### src/rtl/if_stage.sv
// if_stage: instruction-fetch stage owning the PC, one outstanding imem read, registered output slot
// Ports:
//   clk, rst          clock; synchronous active-low reset
//   i_stall           decode cannot accept; output slot holds
//   i_redirect        control transfer; flushes slot and any in-flight fetch
//   i_target          redirect PC (low two bits ignored)
//   o_imem_req        one-cycle read request
//   o_imem_addr       read address (current PC)
//   i_imem_rvalid     read data valid
//   i_imem_rdata      instruction word
//   o_valid           output slot holds a live instruction
//   o_instruct, o_pc  instruction and its PC for decode
module if_stage #(
    parameter logic [31:0] RESET_ADDR = 32'h0000_0000,
    parameter logic [31:0] NOP_INSTR  = 32'h0000_0013
) (
    input  logic        clk,
    input  logic        rst,
    input  logic        i_stall,
    input  logic        i_redirect,
    input  logic [31:0] i_target,
    output logic        o_imem_req,
    output logic [31:0] o_imem_addr,
    input  logic        i_imem_rvalid,
    input  logic [31:0] i_imem_rdata,
    output logic        o_valid,
    output logic [31:0] o_instruct,
    output logic [31:0] o_pc
);
    typedef enum logic [1:0] {S_ISSUE = 2'd0, S_WAIT = 2'd1, S_DROP = 2'd2} state_t;
    state_t      r_state, w_next;
    logic [31:0] r_pc, r_instr, r_opc;
    logic        r_valid, w_req, w_load;
    // Issue only when the slot is free or draining, so a response always finds it empty
    assign w_req  = rst && r_state == S_ISSUE && !i_redirect && (!r_valid || !i_stall);
    assign w_load = r_state == S_WAIT && i_imem_rvalid && !i_redirect;
    always_comb begin
        w_next = S_ISSUE;
        case (r_state)
            S_ISSUE: w_next = w_req ? S_WAIT : S_ISSUE;
            S_WAIT:  w_next = i_imem_rvalid ? S_ISSUE : (i_redirect ? S_DROP : S_WAIT);
            S_DROP:  w_next = i_imem_rvalid ? S_ISSUE : S_DROP;
            default: w_next = S_ISSUE;
        endcase
    end
    always_ff @(posedge clk) begin
        if (!rst) begin
            r_state <= S_ISSUE;
            r_pc    <= RESET_ADDR;
            r_valid <= 1'b0;
            r_instr <= NOP_INSTR;
            r_opc   <= RESET_ADDR;
        end else begin
            r_state <= w_next;
            if (i_redirect) begin
                r_pc    <= i_target & ~32'h3;
                r_valid <= 1'b0;
                r_instr <= NOP_INSTR;
            end else if (w_load) begin
                r_pc    <= r_pc + 32'd4;
                r_valid <= 1'b1;
                r_instr <= i_imem_rdata;
                r_opc   <= r_pc;
            end else if (r_valid && !i_stall) begin
                r_valid <= 1'b0;
            end
        end
    end
    assign o_imem_req  = w_req;
    assign o_imem_addr = r_pc;
    assign o_valid     = r_valid;
    assign o_instruct  = r_instr;
    assign o_pc        = r_opc;
endmodule

### config.mk
export PLATFORM = sky130hd
export DESIGN_NAME = if_stage
export DESIGN_NICKNAME = d
export VERILOG_FILES = /design/src/rtl/if_stage.sv
export SDC_FILE = /design/constraint.sdc
export NUM_CORES = 1
export LEC_CHECK = 0
export CORE_ASPECT_RATIO = 0.8
export CORE_MARGIN = 2
export CORE_UTILIZATION = 45
export CTS_BUF_LIST = sky130_fd_sc_hd__clkbuf_8
export DETAILED_ROUTE_END_ITERATION = 8
export GPL_TIMING_DRIVEN = 0
export PLACE_DENSITY = 0.89
export SLEW_MARGIN = 30
export SYNTH_ARGS = -nofsm -noshare
export SYNTH_HDL_FRONTEND = slang
export SYNTH_SLANG_ARGS = --single-unit
### constraint.sdc
create_clock -name clk -period 2.6 [get_ports clk]
set_clock_uncertainty 0.05 [all_clocks]
set_input_delay 0.26 -clock clk [delete_from_list [all_inputs] [get_ports clk]]
set_output_delay 0.26 -clock clk [all_outputs]
set_load 0.02 [all_outputs]
After elaboration in Yosys (flattened, before gate mapping)
Cells that the tools add are included.
Widths: inputs -> output; s select.
Storage, ports and cells
  flip-flop bits (word level): 99
  output and inout bits: 98
  logic and storage cells: 35
  input port bits: 69
Cells by class
  add/sub/neg operators: 1
  equal/unequal tests: 2
  muxes and demuxes: 9
  reduce and logical (&&, ||, !) cells: 15
  bitwise logic cells: 2
Operator list (number)
  $mux 32: 2
  $add 32x3->32 const B: 1
  $logic_and 1x1->1: 6
  $mux 2: 3
  $pmux 2 s3: 1
  $reduce_bool 2->1: 2
  $logic_not 1->1: 3
  $mux 1: 3
  $eq 2x1->1 const B: 1
  $eq 2x2->1 const B: 1
  $logic_not 2->1: 1
  $not 1->1: 2
  $reduce_and 2->1: 1
  $reduce_or 2->1: 1
  $logic_or 1x1->1: 1

Depth between registers and ports, before layout
  depth after elaboration: 6
  depth in mapped cells: 7

Least setup slack after synthesis
Ideal clock, no wire load.
  kind: flip-flop to flip-flop
  start: register r_pc[4], in the netlist o_imem_addr[4]
  end: register r_pc[13], in the netlist o_imem_addr[13]
  data required time: 2.476 ns
  period minus slack after synthesis: 2.071 ns
  data arrival time: 1.946 ns
  library setup time: 0.074 ns
  stages on the path, launching flop included: 6
  path slack: 0.529 ns
  cells stage by stage: dfxtp_1 nand3_1 or3_2 clkbuf_1 or4_1 a31oi_1
On the way
  longest elaborated chain between the ends: 3
RTL lines
  from (decl): line 32  | logic [31:0] r_pc, r_instr, r_opc;
  from (signal assigned): line 56  | r_pc <= i_target & ~32'h3;
  from (signal assigned): line 60  | r_pc <= r_pc + 32'd4;
  $add 32x3->32: line 60
  $mux 32: line 59  | end else if (w_load) begin
  $mux 32: line 55  | if (i_redirect) begin
No other way between the ends. The select of a mux whose other input is x is not followed.
A chain may end at the register's enable or synchronous reset.

Final worst setup path
  start: register r_state[0]
  end: register r_instr[27], in the netlist o_instruct[27]
On the way
  longest elaborated chain between the ends: 3
RTL lines
  from (decl): line 31  | state_t r_state, w_next;
  from (signal assigned): line 54  | r_state <= w_next;
  $eq 2x1->1: line 36  | assign w_load = r_state == S_WAIT && i_imem_rvalid && !i_redirect;
  $logic_and 1x1->1 (2 in a row): line 36
  to (signal assigned): line 62  | r_instr <= i_imem_rdata;
  to (decl): line 32
No other way between the ends.

==> run_results.csv <==
group,metric,value,unit
routing,wl_per_cell,16.2,um
worst_setup_path,reg2reg_from,"r_state[0]",
power,power.density,483,nW/um^2
routing,vias_per_cell,5.49,
place,place_area,5860,sq um
clocking,cts_buffer_depth,2,
grt,antenna_found_initial,0,
cells_and_area,syn_to_final_growth,47.3,%
timing,finalSetupViolations,0,
clocking,cts_tree,"yes",
clocking,cts_num_sinks,95,
routing,drt_iter0_drc,281,
grt,grt_usage,25.4,%
synthesis,yosysSeqAreaShare,46.3,%
routing,detail-route-antenna-nets,0,
worst_setup_path,path_depth,7,
die,num_rows,31,
routing,drtPass1Iterations,4,
worst_setup_path,path_cells,"nand3b_2, buf_6, nor2_1, clkbuf_2, clkbuf_1, nand2_1, a21oi_1",
timing,fmax,0.417,GHz
die,die_area,9900,sq um
worst_setup_path,worstSetupStartpoint,"r_state[0]",
cells_and_area,layout_common_cells,"clkdlybuf4s50_1, nand2_1, dfxtp_1",
cells_and_area,stdcell_area,6040,sq um
synthesis,ys_async_sr_fraction,0,%
power,switching_share,28.7,%
synthesis,synth.distinct_cells,43,
cells_and_area,layout_commonest_cell,"clkdlybuf4s50_1",
synthesis,synth_compound_gate_area_share,20.5,%
timing,relSlewSlack,60.3,%
routing,wl,13.0,mm
clocking,cts_root_buf,"clkbuf_8",
job,cap_violations,0,
grt,grt_pass1_wl,20.2,mm
die,core,8960,sq um
power,p_total,2.92,mW
status,status,"finished, final reports clean",
worst_setup_path,crit_family,"buffers and inverters",
worst_setup_path,cp_max_fo,10,
synthesis,synth_fa_ha_area_share,0.305,%
place,place_hpwl,9.76,mm
cells_and_area,finalNetCount,752,
clocking,clk_pin_slew,0.10,ns
power,p_seq_share,53.6,%
power,p_sw,838,uW
synthesis,synthSimpleGateAreaFrac,25.0,%
place,place.gp.congestion,0.880,
clocking,htreeDepth,3,
synthesis,yosys_warnings,0,
worst_setup_path,crit_path_end_kind,"register",
timing,rsz0062_at_grt,"false",
synthesis,synth_seq_cells,95,
worst_setup_path,r2r_setup_slack,0.20,ns
worst_setup_path,ff2ff_path_depth,7,
power,p_clk_share,31.8,%
power,intPower,2.08,mW
clocking,cts_setup_buffers,0,
die,die_w,111,um
cells_and_area,drive_above_1_share,4.66,%
synthesis,postSynthCellCount,508,
worst_setup_path,start_kind,"register",
grt,grt_start_max_net_pins,18,
timing,min_period_over_period,92.1,%
synthesis,netlist_area,4100,sq um
clocking,ctsHoldBuffers,0,
worst_setup_path,crit_arrival,2.64,ns
cells_and_area,fill_cells,773,
synthesis,synth_top_family_by_area,"simple AND/OR/NAND/NOR gates",
timing,finalHoldViolCount,0,
clocking,ctsResizeCount,0,
min_path,holdCritPathClass,"in -> reg",
synthesis,synth_xor_area_share,2.13,%
synthesis,synthFlopType,"dfxtp_1",
worst_setup_path,criticalPathCategory,"reg -> reg",
worst_setup_path,cp-endpoint,"o_instruct[27]",
die,start_util,45.8,%
die,die_y,89.4,um
cells_and_area,antenna-diode-count,0,
timing,drv_slew,0,
routing,via_count,4402,
grt,grt-ovfl-total,0,
routing,drc,0,
worst_setup_path,r2r-end,"o_instruct[27]",
place,io_buffer_count,160,
worst_setup_path,cpPeakStageDelay,0.49,ns
synthesis,synth_edf_count,0,
grt,first_global_vias,3947,
timing,min_period,2.40,ns
die,io_pins,167,
power,p_comb_share,14.6,%
power,ir_drop,0.000297,V
worst_setup_path,critPathBufInv,3,
synthesis,syn_avg_cell_area,8.08,sq um
clocking,cts_buffers,9,
timing,worstMarginPinSlew,0.593,ns
synthesis,synth_mux_area_share,0.274,%
clocking,clkLatencyLatePin,0.37,ns
worst_setup_path,crit_required,2.84,ns
power,p_leak,2.02,nW
worst_setup_path,slowest_stage,"dfxtp_1",
[through the flow]
| step | utilization, % | hold slack (ns) | setup TNS, ns | setup slack, ns | cells |
|---|---|---|---|---|---|
| floorplan | - | 0.285 | 0 | 0.529 | 511 |
| global placement | 65.4 | 0.392 | -0.920 | -0.0985 | 786 |
| detailed placement | 65.4 | 0.399 | -1.34 | -0.202 | 786 |
| CTS | 67.4 | 0.361 | 0 | 0.113 | 802 |
| global route | 67.4 | 0.376 | 0 | 0.0483 | 802 |
| finish | 67.4 | 0.375 | 0 | 0.205 | 802 |
[routing by layer]
metal	track usage (%)	vias to the layer above	share of wire [%]
met2	41.3	188	46
met5	0	-	0
li1	-	2121	-
met3	5.15	24	7.4
met4	7.50	0	1.8
met1	34.7	2069	45
[state kept, by name, summed over array words and instances, names as in the netlist]
name,count
o_instruct,32
o_valid,1
o_pc,30
r_state,2
o_imem_addr,30
[Yosys cell counts (3+ instances only)]
cell      number  area share [%]
a31oi_1       16             2.4
nor4_1         4            0.61
o211a_1        4            0.98
nor3_1         3            0.37
o31ai_1       12             2.2
or4_1         13             2.4
and3_1         7             1.1
nand2_1      147              13
nor2_1         4            0.37
a21boi_0      31             5.7
a21oi_1       37             4.5
nand4_1        7             1.1
clkbuf_1      31             2.8
dfxtp_1       95              46
xnor2_1        5             1.1
and4_1         3            0.64
xor2_1         5             1.1
o21ai_0       30             3.7
nand3_1       17             2.1
or3_1          6            0.91
buf_4          4            0.73
[power by group through the flow]
stage | clock [mW] | sequential (mW) | combinational, mW
6_report | 0.929 | 1.56 | 0.426
5_1_grt | 0.995 | 1.57 | 0.458
4_1_cts | 0.937 | 1.56 | 0.425
3_5_place_dp | 0 | 1.59 | 0.423
3_3_place_gp | 0 | 1.59 | 0.415
2_1_floorplan | 0 | 1.63 | 0.141
[cells by family (layout without fill, tap and decap cells)]
| family | after synthesis | count (layout) |
|---|---|---|
| compound gates | 135 | 135 |
| mux | 1 | 1 |
| fa+ha+maj | 1 | 1 |
| flops | 95 | 95 |
| other cells | 1 | 4 |
| buf+inv | 44 | 220 |
| simple gates | 221 | 221 |
| xor+xnor | 10 | 10 |
[worst min-delay path by stage]
stage               depth (start not counted)  slack [ns]              from             end
floorplan                                   1        0.29     i_imem_rvalid      r_state[1]
global placement                            2        0.39    o_instruct[11]  o_instruct[11]
detailed placement                          2        0.40    o_instruct[16]  o_instruct[16]
CTS                                         3        0.36  i_imem_rdata[11]  o_instruct[11]
global route                                3        0.38  i_imem_rdata[19]  o_instruct[19]
finish                                      3        0.38  i_imem_rdata[11]  o_instruct[11]
[worst min-delay path: stages]
cell and delay (ns):
clkdlybuf4s50_1 0.39, nand2_1 0.05, a21oi_1 0.05
[layout make-up]
cell class / instances / area, sq um / share of cell area (%)
Sequential cell: 95 / 1900 / 31.5
Clock buffer: 9 / 124 / 2.05
Multi-Input combinational cell: 372 / 1990 / 33.0
Tap cell: 115 / 144 / 2.38
Buffer: 42 / 214 / 3.54
Inverter: 2 / 7.51 / 0.124
Timing Repair Buffer: 160 / 1600 / 26.5
Clock inverter: 7 / 55.1 / 0.911
(Power assumes the default switching activity.)
